File: src/rtl/sysid_pkg.sv
// Shared constants for the system-ID checker: state encoding, slave word
// addresses and counter widths.
package sysid_pkg;

    // FSM state encoding (kept as plain constants for legacy tools)
    localparam logic [2:0] ST_IDLE    = 3'd0;
    localparam logic [2:0] ST_RD_ID   = 3'd1;
    localparam logic [2:0] ST_WAIT_ID = 3'd2;
    localparam logic [2:0] ST_RD_TS   = 3'd3;
    localparam logic [2:0] ST_WAIT_TS = 3'd4;
    localparam logic [2:0] ST_COMPARE = 3'd5;
    localparam logic [2:0] ST_DONE    = 3'd6;

    // Word addresses inside the system-ID slave
    localparam logic SYSID_ADDR_ID = 1'b0;
    localparam logic SYSID_ADDR_TS = 1'b1;

    // Width of the attempts counter and of the read-latency counter
    localparam int ATTEMPTS_W = 4;
    localparam int LAT_W      = 3;

endpackage

File: src/rtl/sysid_lat_counter.sv
// Loadable down-counter used to time the read-data capture in the WAIT
// states. Loaded while a read strobe is out, it counts down to zero and
// holds there; zero marks the capture cycle.
module sysid_lat_counter
    import sysid_pkg::*;
(
    input  logic             clock,
    input  logic             reset_n,
    input  logic             load,
    input  logic [LAT_W-1:0] load_value,
    output logic             zero
);

    logic [LAT_W-1:0] count;

    // Load on request, otherwise count down and stick at zero
    always_ff @(posedge clock or negedge reset_n) begin
        if (!reset_n) begin
            count <= '0;
        end else if (load) begin
            count <= load_value;
        end else if (count != '0) begin
            count <= count - 1'b1;
        end
    end

    assign zero = (count == '0);

endmodule

File: config.mk
export PLATFORM = sky130hd
export DESIGN_NAME = sysid_lat_counter
export DESIGN_NICKNAME = d
export VERILOG_FILES = /design/src/rtl/sysid_pkg.sv /design/src/rtl/sysid_lat_counter.sv
export SDC_FILE = /design/constraint.sdc
export NUM_CORES = 1
export LEC_CHECK = 0
export CAP_MARGIN = 20
export CORE_AREA = 5 5 42 44
export CTS_CLUSTER_SIZE = 14
export DETAILED_ROUTE_END_ITERATION = 7
export DIE_AREA = 0 0 47 49
export PLACE_DENSITY_LB_ADDON = 0.08
export RECOVER_POWER = 100
export SYNTH_ARGS = -nofsm -noshare
export SYNTH_HDL_FRONTEND = slang
export SYNTH_SLANG_ARGS = --single-unit
File: constraint.sdc
create_clock -name clock -period 1.43 [get_ports clock]
set_clock_uncertainty 0.1 [all_clocks]
set_input_delay 0.143 -clock clock [delete_from_list [all_inputs] [get_ports clock]]
set_output_delay 0.143 -clock clock [all_outputs]
set_load 0.02 [all_outputs]
# Word-level counts from Yosys, hierarchy flattened

Index checks and enable logic that the tools add are counted.

Output and inout port bits: 1
Input bits: 6
Flip-flop bits (word level): 3
Logic and storage cells: 7

Add/subtract/negate cells: 1
Reductions and logical operators: 3
Muxes and demuxes: 2

Operators by type and width:

| cell                                              | number |
|---|---|
| 2-to-1 mux 3 bit                                  | 2 |
| zero test 3 bit                                   | 1 |
| nonzero test 3 bit                                | 1 |
| subtractor 3 x 1 -> 3 bit (second input constant) | 1 |
| nonzero test 2 bit                                | 1 |

# Longest topological paths before layout

Depth after elaboration: 3
Depth in mapped cells: 4
Mapped depth without buffers: 4

# Least setup slack after synthesis

No wires, ideal clock.

Path kind: flip-flop to flip-flop
Start: register count[0]
End: register count[2]
Path slack: 0.148 ns
Stages on the path, launching flop included: 5
Required time: 1.248 ns
Data arrival time: 1.100 ns
Path buffers: 0
Clock period less this slack: 1.282 ns
Library setup time: 0.082 ns
Cell sequence: dfrtp_1 > inv_1 > ha_1 > or3b_1 > a31oi_1

Cells in the longest elaborated chain, start to end: 3
Elaborated cells on any way between the ends: 5
Classes of those cells: 1 x add/sub; 2 x mux; 2 x reduce/logical

RTL lines:

| item                      | RTL line                | RTL |
|---|---|---|
| start: declaration        | sysid_lat_counter.sv:14 | `logic [LAT_W-1:0] count;` |
| start signal: assignment  | sysid_lat_counter.sv:21 | `count <= load_value;` |
| start signal: assignment  | sysid_lat_counter.sv:23 | `count <= count - 1'b1;` |
| subtractor 3 x 1 -> 3 bit | sysid_lat_counter.sv:23 |  |
| 2-to-1 mux 3 bit          | sysid_lat_counter.sv:22 | `end else if (count != '0) begin` |
| 2-to-1 mux 3 bit          | sysid_lat_counter.sv:20 | `end else if (load) begin` |

Parallel ways exist; a longest one is shown, timed or not. The select of a mux whose other input is x is not followed.
A chain may end at the register's enable or synchronous reset.

# Worst setup path after layout

Start: register count[1]
End: register count[2]

Same word-level chain as after synthesis.

==> summary.md <==
| Metric | Value |
|---|---|
| CP endpoint kind | `flip-flop` |
| Global-route wire length before repair | `883 µm` |
| Synth Area in Compound Gates | `a little under an eighth` |
| Combinational power share | `roughly two fifths` |
| Post-DP HPWL | `just over 400 µm` |
| Largest family of logic cells by synthesized area | `simple AND/OR/NAND/NOR gates` |
| Row count | `14` |
| Max-Cap Viols | `0` |
| HP Class | `in2reg` |
| IO Pins | `7` |
| Power per cell area | `1040 mW/mm²` |
| Syn avg cell area | `9.53 µm²` |
| Post-Syn Area | `between 200 and 250 µm²` |
| Clk sinks | `3` |
| Most flops, register | `count` |
| Die Height | `49 µm` |
| Cell count after synthesis | `21` |
| Final period util | `97.7%` |
| Post-Synth Adder-Cell Area | `approximately an eighth` |
| GR Overflow Total | `0` |
| Placer congestion estimate | `0.661` |
| Crit-path max FO | `2` |
| Root buffer cell | `clkbuf_4` |
| Peak Freq | `slightly above 700 MHz` |
| WL/cell | `~10 µm` |
| Area occupied by multi-input gates | `approximately 130 µm²` |
| Final max-slew violation count | `0` |
| Vias in the first global route | `roughly 240` |
| Switch share | `between 20% and 30%` |
| Ratio of cells with drive above 1 in the final layout | `just under 40%` |
| Clock Power Share | `between 30% and 40%` |
| Required time of the worst setup path | `approximately 1.5 ns` |
| Dpl cell area | `333 µm²` |
| Biggest regs | `count: 3 flops` |
| Worst-margin pin slew | `0.277 ns` |
| Post-synth net total | `29` |
| Number of synthesis warnings | `0` |
| Drt initial violations | `1` |
| Layout Area Growth over Synthesis | `98.1%` |
| Initial Util | `between 10% and 20%` |
| Final setup TNS | `0 ns` |
| Pre-CTS setup slack | `-0.155 ns` |
| Post-DR vias/cell | `a little under 4` |
| Post-route cell area | `between 300 and 400 µm²` |
| Drc violations | `0` |
| H-tree Lvls | `1` |
| Simple-gate portion of the synthesized area | `between 20% and 30%` |
| Total power | `412 µW` |
| Setup-failing EPs final | `0` |
| Status | `completed` |
| XOR/XNOR share of the synthesized area | `0%` |
| # fillers | `roughly 160` |
| Rel. slew slack | `around 81%` |
| Commonest non-fill, non-tap cell in the layout | `buf_4` |
| Num CTS Buffers | `3` |
| Seq/Total Area, Yosys | `37.5%` |
| Port Buf Inserts | `6` |
| Most frequent cells in the layout | `5 x buf_4, 4 x clkdlybuf4s50_1` |
| Tmin final | `about 1.4 ns` |
| Die X | `approximately 47 µm` |
| Total number of vias | `212` |
| Flops & latches, synth | `3` |
| CTS tree | `yes` |
| Core Footprint | `roughly 0.0014 mm²` |
| RSZ-0062 raised after global routing | `yes` |
| Die ar. | `0.00230 mm²` |
| Antenna Cells | `0` |
| Mux cell area share after synthesis | `0%` |
| Worst setup margin | `about 0.033 ns` |
| DRT Pass-1 Iters | `4` |
| Max clock buf depth | `2` |
| Largest net degree at the start of global routing | `8` |
| Gr usage total | `approximately 5.6%` |
| Clk Latency, worst-skew pair | `between 0.2 and 0.25 ns` |
| Final hold violation count | `0` |
| Area occupied by registers | `around 75 µm²` |
| Seq pwr share | `a little over a quarter` |
| Max rail drop VDD | `between 300 and 400 µV` |
| Routed WL | `approximately 560 µm` |
| Final ANT Viol Nets | `0` |
| Internal power | `around 300 µW` |
| Final #Nets | `between 40 and 50` |
| Clock Pin Slew Worst Setup and Hold Paths | `about 0.040 ns` |
| Number of flip-flops in the largest register | `3` |
| Critical setup path kind | `reg2reg` |
| Setup crit start kind | `flip-flop` |
| Initial antenna violation count | `0` |
| Crit path DAT | `1.44 ns` |
| Hold slack final | `approximately 0.38 ns` |
| Yosys cell types | `10` |
| Switching power | `113 µW` |
| P_leak | `around 0.18 nW` |
## per-stage QoR
step | utilization [%] | cells
after floorplan | - | 21
after global placement | 23.8 | 50
after detailed placement | 23.8 | 50
after CTS | 26.2 | 55
after global routing | 28.3 | 55
final | 28.3 | 55
## critical path, cell delays in order, from the launching register on
cell and delay (ns):
dfrtp_1 0.38, inv_2 0.09, buf_6 0.10, ha_4 0.12, or3b_1 0.33, a31oi_1 0.19
## cell type report
class / instances / area share [%]
Multi-Input combinational cell: 13 / 33.1
Timing Repair Buffer: 14 / 31.5
Inverter: 5 / 4.73
Tap cell: 16 / 5.05
Clock buffer: 4 / 6.62
Sequential cell: 3 / 18.9
## Yosys cell counts
library cell | instances | area (µm²)
nor2b_1 | 3 | 18.8
a311oi_1 | 1 | 8.76
a221oi_1 | 1 | 8.76
ha_1 | 2 | 25.0
nand2b_1 | 2 | 12.5
nor4b_1 | 2 | 17.5
a31oi_1 | 1 | 6.26
dfrtp_1 | 3 | 75.1
or3b_1 | 1 | 8.76
inv_1 | 5 | 18.8
## path summary, 6_finish.rpt
check,cells past startpoint,startpoint,slack (ns),end
max,5,count[1]$_DFFE_PN0P_,0.03,count[2]$_DFFE_PN0P_
min,3,load_value[0],0.38,count[0]$_DFFE_PN0P_
max reg2reg,5,count[1]$_DFFE_PN0P_,0.03,count[2]$_DFFE_PN0P_
min reg2reg,3,count[2]$_DFFE_PN0P_,0.59,count[0]$_DFFE_PN0P_
max in group asynchronous,2,reset_n,0.49,count[2]$_DFFE_PN0P_
min in group asynchronous,2,reset_n,0.60,count[0]$_DFFE_PN0P_
## cell families (layout without fill, tap and decap cells)
logic type,count (synthesis),in the layout
AND/OR/NAND/NOR,8,8
adder cells (fa/ha/maj),2,2
buffers and inverters,5,23
AO/OA/AOI/OAI,3,3
flip-flops,3,3
## routing by layer
layer	track usage, %	wire [µm]	vias up
li1	-	-	109
met4	5.53	0	0
met5	0	0	-
met3	2.21	12	0
met2	7.92	299	3
met1	5.95	247	100
## what timing repair did
action | CTS | global route
gates resized for setup | 5 | 7
buffers inserted | 0 | 1
endpoints found under the hold margin | 3 | 0
hold buffers | 1 | 0
pin swaps | 1 | 4
endpoints found under the setup margin | 2 | 2
## power by group through the flow
stage / clock (mW) / combinational [mW] / sequential, mW
floorplan: 0 / 0.0472 / 0.108
global placement: 0 / 0.130 / 0.108
detailed placement: 0 / 0.126 / 0.108
CTS: 0.156 / 0.127 / 0.107
global route: 0.162 / 0.173 / 0.110
finish: 0.147 / 0.157 / 0.108
Power figures use the tool's default switching activity.
